==> src/rtl/fpdiv.sv <==
// Iterative binary32 divider: restoring radix-2, one quotient bit per clock.
// Truncated result, start/done handshake, divide-by-zero flag on zero/denormal divisor.
module fpdiv (
  input  logic        clk,
  input  logic        reset_n,
  input  logic        start,
  input  logic [31:0] a,
  input  logic [31:0] b,
  output logic        busy,
  output logic        done,
  output logic [31:0] q,
  output logic        dz
);

  typedef enum logic [1:0] {S_IDLE, S_DIV, S_NORM} state_t;

  state_t      r_state, w_state_next;
  logic        r_sign;
  logic [7:0]  r_ea, r_eb;
  logic [23:0] r_mb;
  logic [25:0] r_rem;
  logic [24:0] r_quo;
  logic [4:0]  r_cnt;
  logic        r_busy, r_done, r_dz;
  logic [31:0] r_q;

  logic [25:0] w_d, w_rem_sub;
  logic        w_ge;
  logic [7:0]  w_exp_base, w_exp;
  logic [22:0] w_fract;

  assign w_d        = {2'b00, r_mb};
  assign w_ge       = (r_rem >= w_d);
  assign w_rem_sub  = w_ge ? (r_rem - w_d) : r_rem;
  assign w_exp_base = r_ea - r_eb;
  // quotient in [1,2) keeps the biased exponent, [0.5,1) drops it by one
  assign w_exp      = r_quo[24] ? (w_exp_base + 8'd127) : (w_exp_base + 8'd126);
  assign w_fract    = r_quo[24] ? r_quo[23:1] : r_quo[22:0];

  always_ff @(posedge clk or negedge reset_n) begin
    if (!reset_n) r_state <= S_IDLE;
    else          r_state <= w_state_next;
  end

  always_comb begin
    w_state_next = r_state;
    case (r_state)
      S_IDLE:  if (start) w_state_next = S_DIV;
      S_DIV:   if (r_cnt == 5'd24) w_state_next = S_NORM;
      S_NORM:  w_state_next = S_IDLE;
      default: w_state_next = S_IDLE;
    endcase
  end

  always_ff @(posedge clk or negedge reset_n) begin
    if (!reset_n) begin
      r_sign <= 1'b0;
      r_ea   <= 8'h0;
      r_eb   <= 8'h0;
      r_mb   <= 24'h0;
      r_rem  <= 26'h0;
      r_quo  <= 25'h0;
      r_cnt  <= 5'h0;
      r_busy <= 1'b0;
      r_done <= 1'b0;
      r_dz   <= 1'b0;
      r_q    <= 32'h0;
    end else begin
      r_done <= 1'b0;
      case (r_state)
        S_IDLE: begin
          if (start) begin
            r_sign <= a[31] ^ b[31];
            r_ea   <= a[30:23];
            r_eb   <= b[30:23];
            r_mb   <= {1'b1, b[22:0]};
            r_rem  <= {3'b001, a[22:0]};
            r_quo  <= 25'h0;
            r_cnt  <= 5'h0;
            r_busy <= 1'b1;
          end
        end
        S_DIV: begin
          r_quo <= {r_quo[23:0], w_ge};
          r_rem <= {w_rem_sub[24:0], 1'b0};
          r_cnt <= r_cnt + 5'd1;
        end
        S_NORM: begin
          if (r_eb == 8'h0) begin
            r_q  <= {r_sign, 8'hFF, 23'h0};
            r_dz <= 1'b1;
          end else begin
            r_q  <= {r_sign, w_exp, w_fract};
            r_dz <= 1'b0;
          end
          r_done <= 1'b1;
          r_busy <= 1'b0;
        end
        default: ;
      endcase
    end
  end

  assign busy = r_busy;
  assign done = r_done;
  assign q    = r_q;
  assign dz   = r_dz;

endmodule

==> config.mk <==
export PLATFORM = sky130hd
export DESIGN_NAME = fpdiv
export DESIGN_NICKNAME = d
export VERILOG_FILES = /design/src/rtl/fpdiv.sv
export SDC_FILE = /design/constraint.sdc
export NUM_CORES = 1
export LEC_CHECK = 0
export BUFFER_PORTS_ARGS = -buffer_cell sky130_fd_sc_hd__buf_2
export CAP_MARGIN = 20
export CORE_ASPECT_RATIO = 0.8
export CORE_MARGIN = 5
export CORE_UTILIZATION = 58
export DETAILED_ROUTE_END_ITERATION = 8
export HOLD_SLACK_MARGIN = 0.15
export PLACE_DENSITY = 0.8
export SKIP_LAST_GASP = 1
export SLEW_MARGIN = 20
export SYNTH_ARGS = -nofsm -noshare
export SYNTH_HDL_FRONTEND = slang
export SYNTH_SLANG_ARGS = --single-unit
==> constraint.sdc <==
create_clock -name clk -period 3.5 [get_ports clk]
set_clock_uncertainty 0.15 [all_clocks]
set_input_delay 0.35 -clock clk [delete_from_list [all_inputs] [get_ports clk]]
set_output_delay 0.35 -clock clk [all_outputs]
set_load 0.1 [all_outputs]
* Word level (Yosys, flattened, before mapping)
Cells that the tools add are included.
Storage, ports and cells: flip-flop bits (word level) 134
Cells by class: add/sub/neg operators 5, order comparisons 1, equal/unequal tests 5, mux-type cells 17, bitwise operators 1, reduce and logical (&&, ||, !) cells 8
Operator list (count):
- $pmux 26 s2 | 1
- $mux 25 | 2
- $pmux 25 s2 | 1
- $mux 31 | 1
- $ge 26x24->1 | 1
- $mux 26 | 1
- $sub 25x24->25 | 1
- $mux 23 | 1
- $add 8x7->8 const B | 2
- $pmux 5 s2 | 1
- $logic_not 8->1 | 1
- $mux 8 | 1
- $reduce_and 2->1 | 4
- $sub 8x8->8 | 1
- $add 5x1->5 const B | 1
- $eq 5x5->1 const B | 1
- $mux 5 | 1
- $mux 2 | 2
- $ne 2x2->1 const B | 2
- $pmux 2 s2 | 1
- $reduce_bool 2->1 | 2
- $mux 1 | 3
- $eq 2x1->1 const B | 1
- $eq 2x2->1 const B | 1
- 3 further kinds | 3

* Longest topological paths before layout
word-level depth 4, depth in mapped cells 13, depth with buffers taken out 12

* Worst setup path after synthesis
Ideal clock, no wire load.
kind register -> register, from reg r_eb[0], to reg r_q[30] (netlist: q[30]), arrival 2616 ps, required time 3229 ps, setup slack 613 ps, stages on the path, launching flop included 12, cells stage by stage dfrtp_1 ha_1 fa_1 xnor2_1 inv_1 ha_1 nand3b_1 nand2_1 or3_4 a211oi_2 xnor3_1 o22a_1
Between the ends: longest elaborated chain between the ends 4
Ends and longest elaborated chain:
- start, declared | RTL line 19 | logic [7:0] r_ea, r_eb;
- start signal, assigned | RTL line 75 | r_eb <= b[30:23];
- $sub 8x8->8 | RTL line 35 | assign w_exp_base = r_ea - r_eb;
- $add 8x7->8 | RTL line 37 | assign w_exp = r_quo[24] ? (w_exp_base + 8'd127) : (w_exp_base + 8'd126);
- $mux 8 | RTL line 37
- $mux 31 * | RTL line 89 | if (r_eb == 8'h0) begin
- end signal, assigned | RTL line 90 | r_q <= {r_sign, 8'hFF, 23'h0};
- end signal, assigned | RTL line 93 | r_q <= {r_sign, w_exp, w_fract};
- end, declared | RTL line 25 | logic [31:0] r_q;
Every way passes the cells marked *; elsewhere a longest branch is shown, timed or not. A chain may end at the register's enable or synchronous reset.

* Final worst setup path
from reg r_rem[0], to reg r_rem[8]
Between the ends: longest elaborated chain between the ends 3
Ends and longest elaborated chain:
- start, declared | RTL line 21 | logic [25:0] r_rem;
- start signal, assigned | RTL line 77 | r_rem <= {3'b001, a[22:0]};
- start signal, assigned | RTL line 85 | r_rem <= {w_rem_sub[24:0], 1'b0};
- $sub 25x24->25 or $ge 26x24->1 (tied branches) | RTL line 34, 33
- $mux 25 * | RTL line 34 | assign w_rem_sub = w_ge ? (r_rem - w_d) : r_rem;
- $pmux 26 s2 * | RTL line 70 | case (r_state)
Marked as above.

==> run summary <==
area grow syn2layout -> 26.2%
DR vias/cell -> 5.44
clk slew on worst S/H paths -> 60 ps
Netlist cell types -> 64
share of layout cells above drive strength 1 -> 17.2%
Num CTS Buffers -> 17
Residual DRC -> 0
Setup-failing EPs final -> 0
Mapped Area -> 7440 µm²
final hold viol count -> 0
gr usage total -> 24.8%
pin count of the biggest net entering global routing -> 100
IO Pins -> 102
Async SR Flop Fraction -> 100%
total negative slack -> 0 ps
Final min period -> 3200 ps
TritonCTS clock tree -> built
Post-synth EDFFs -> 0
max frequency -> 0.312 GHz
status -> finished, final reports clean
Crit Path Class -> reg2reg
core area -> 12700 µm²
syn_area_per_cell -> 9.05 µm²
Slew Limit Fails -> 0
Worst Hold Launch -> a[16]
WL/cell -> 15.6 µm
Port Buffers -> 101
H-tree depth -> 4
die area -> 15200 µm²
Worst Max-Slew Pin Slew -> 919 ps
R2R depth -> 13
Worst Hold Depth -> 4
Critical path origin -> r_rem[0]$_DFFE_PN0P_
detailed placer's ending HPWL -> 11300 µm
global-route wire length before repair -> 30600 µm
Worst slew margin -> 38.8%
Synth Register Bits -> 134
CP arrival -> 3330 ps
GR Overflow Total -> 0
reg2reg start -> r_rem[0]$_DFFE_PN0P_
Clk Latency, worst-skew pair -> 410 ps
synth warn -> 0
Die W -> 137 µm
first-pass detailed-route iteration total -> 5
Syn Inst Count -> 823
Final Cycle Share -> 91.6%
number of routed nets with antenna violations -> 0
initial core utilization -> 58.5%
Hold WC Path Type -> in2reg
DIE HEIGHT -> 111 µm
gpl congestion -> 0.908
RSZ-0062 raised after global routing -> no
initial antenna violation count -> 0
Seq/Total Area, Yosys -> 45.0%
routed via count -> 6355
Top FF cell, synth -> dfrtp_1
Post-Route WL -> 18200 µm
worst path required time -> 3630 ps
nets@finish -> 1085
post-layout util -> 73.8%
Syn Nets -> 928
vias in the first global route -> 6185
Setup crit end kind -> flip-flop
startpoint types -> flip-flop
MaxCap Viol Count -> 0
Max clock buf depth -> 2
Clock Sinks -> 134
crit-path max FO -> 18
root buf cell -> clkbuf_16
Post-CTS Setup Bufs -> 0
cell row count -> 37
DR iter-0 viols -> 432
==> layout by cell type, fill, tap and decap left out, types with 4 or more instances in the layout <==
cell type	synthesis	final
clkbuf_16	0	17
nand3_1	32	32
a21o_1	8	8
a211oi_1	13	13
inv_1	44	44
nor2_1	27	26
o21ai_0	75	74
buf_2	3	100
nand4_1	6	6
a21oi_1	32	32
and3_1	4	4
nand2_1	186	186
a21boi_1	6	6
and2_1	5	5
dlygate4sd3_1	0	65
dfrtp_1	134	134
o211ai_1	6	6
xor2_1	13	13
o21a_1	5	5
xnor2_1	16	16
o22a_1	8	8
ha_1	36	36
nand2b_1	7	6
a31oi_1	18	18
buf_4	1	16
nor3b_1	6	5
mux2i_1	33	33
nor3_1	6	6
bufinv_16	0	4
==> layout make-up <==
type                       instances  area [µm²]
sequential                       134        3350
clock buffer                      19         443
tap                              175         219
fill                             912        3330
multi-input combinational        601        3750
timing repair buffer             182        1280
clock inverter                    12         179
inverter                          44         165
antenna                            1        2.50
==> repair_timing <==
| action | 4_1_cts | 5_1_grt |
|---|---|---|
| endpoints found under the hold margin | 160 | 0 |
| hold buffers | 65 | 0 |
| resized for setup | 0 | 0 |
==> logic make-up (layout without fill, tap and decap cells) <==
| family | after synthesis | in the layout | synth area share [%] |
|---|---|---|---|
| AND/OR/NAND/NOR | 300 | 300 | 18.2 |
| AO/OA/AOI/OAI | 199 | 199 | 17.0 |
| flip-flops | 134 | 134 | 45.0 |
| buffers and inverters | 88 | 257 | 4.84 |
| adder cells (fa/ha/maj) | 38 | 38 | 6.59 |
| multiplexers | 34 | 34 | 4.59 |
| XOR/XNOR | 30 | 30 | 3.71 |
| other | 0 | 1 | 0 |
==> sequential cells by signal, summed over array words and instances, names as in the netlist <==
| signal | flops |
|---|---|
| busy | 1 |
| done | 1 |
| dz | 1 |
| q | 32 |
| r_cnt | 5 |
| r_ea | 8 |
| r_eb | 8 |
| r_mb | 24 |
| r_quo | 25 |
| r_rem | 26 |
| r_sign | 1 |
| r_state | 2 |
==> synthesized netlist by cell type, types with 2 or more instances <==
| cell type | count | area share [%] |
|---|---|---|
| a211oi_2 | 2 | 0.34 |
| fa_1 | 2 | 0.54 |
| nor2_1 | 27 | 1.4 |
| and4b_1 | 2 | 0.27 |
| a21o_1 | 8 | 0.81 |
| a211oi_1 | 13 | 1.3 |
| or4_1 | 2 | 0.20 |
| nand3_1 | 32 | 2.2 |
| nor3_1 | 6 | 0.40 |
| o21ai_0 | 75 | 5.0 |
| xnor2_1 | 16 | 1.9 |
| clkbuf_1 | 32 | 1.6 |
| o21a_1 | 5 | 0.50 |
| mux2i_1 | 33 | 4.4 |
| a21oi_2 | 2 | 0.24 |
| o31ai_1 | 2 | 0.20 |
| a21oi_1 | 32 | 2.2 |
| nand2_1 | 186 | 9.4 |
| and3_1 | 4 | 0.34 |
| buf_6 | 3 | 0.45 |
| nor2b_1 | 3 | 0.25 |
| and4_1 | 2 | 0.24 |
| or3_1 | 2 | 0.17 |
| o22a_1 | 8 | 0.94 |
| buf_2 | 3 | 0.20 |
| buf_1 | 5 | 0.25 |
| o211ai_1 | 6 | 0.60 |
| xor2_1 | 13 | 1.5 |
| a31oi_1 | 18 | 1.5 |
| nand3b_1 | 2 | 0.20 |
| or2_2 | 2 | 0.17 |
| a21boi_1 | 6 | 0.60 |
| nand2b_1 | 7 | 0.59 |
| inv_1 | 44 | 2.2 |
| o21ai_2 | 3 | 0.35 |
| ha_1 | 36 | 6.1 |
| and2_1 | 5 | 0.42 |
| o31a_1 | 3 | 0.35 |
| nand4_1 | 6 | 0.50 |
| nor3b_1 | 6 | 0.60 |
| dfrtp_1 | 134 | 45 |
| o21ai_1 | 3 | 0.20 |
==> worst paths after layout <==
path                       slack, ps                     to
max                              300   r_rem[8]$_DFFE_PN0P_
min                              160  r_rem[16]$_DFFE_PN0P_
max reg2reg                      300   r_rem[8]$_DFFE_PN0P_
min reg2reg                      320      q[31]$_DFFE_PN0P_
max in group asynchronous       1880    r_ea[1]$_DFFE_PN0P_
min in group asynchronous        430   r_mb[15]$_DFFE_PN0P_
==> metal layers <==
metal	GRT usage [%]	share of wire [%]
met5	0	0
met4	8.60	2.1
met3	4.97	4.5
met2	38.1	47
met1	35.1	47
==> stage by stage <==
stage	instances	cell area (µm²)	setup WS, ps	hold WS [ps]
global placement	1071	8110	547	285
global route	1167	9390	143	161
finish	1168	9400	296	156
floorplan	823	7440	613	-95.6
detailed placement	1071	8120	440	291
CTS	1167	9390	423	151
==> worst max-delay path, cell delays in order, from the launching register on <==
cell      delay [ps]
dfrtp_1          370
inv_1             70
ha_1             150
inv_1             50
fa_1             410
a21oi_1          220
o22ai_1          160
a21o_1           290
a22o_2           300
o21ai_4          140
buf_4            260
nor2_1           100
a211oi_1         310
a31oi_1           90
Power is not shown: default switching activity piles up to over one toggle a cycle in this logic, so the estimate is an artifact.
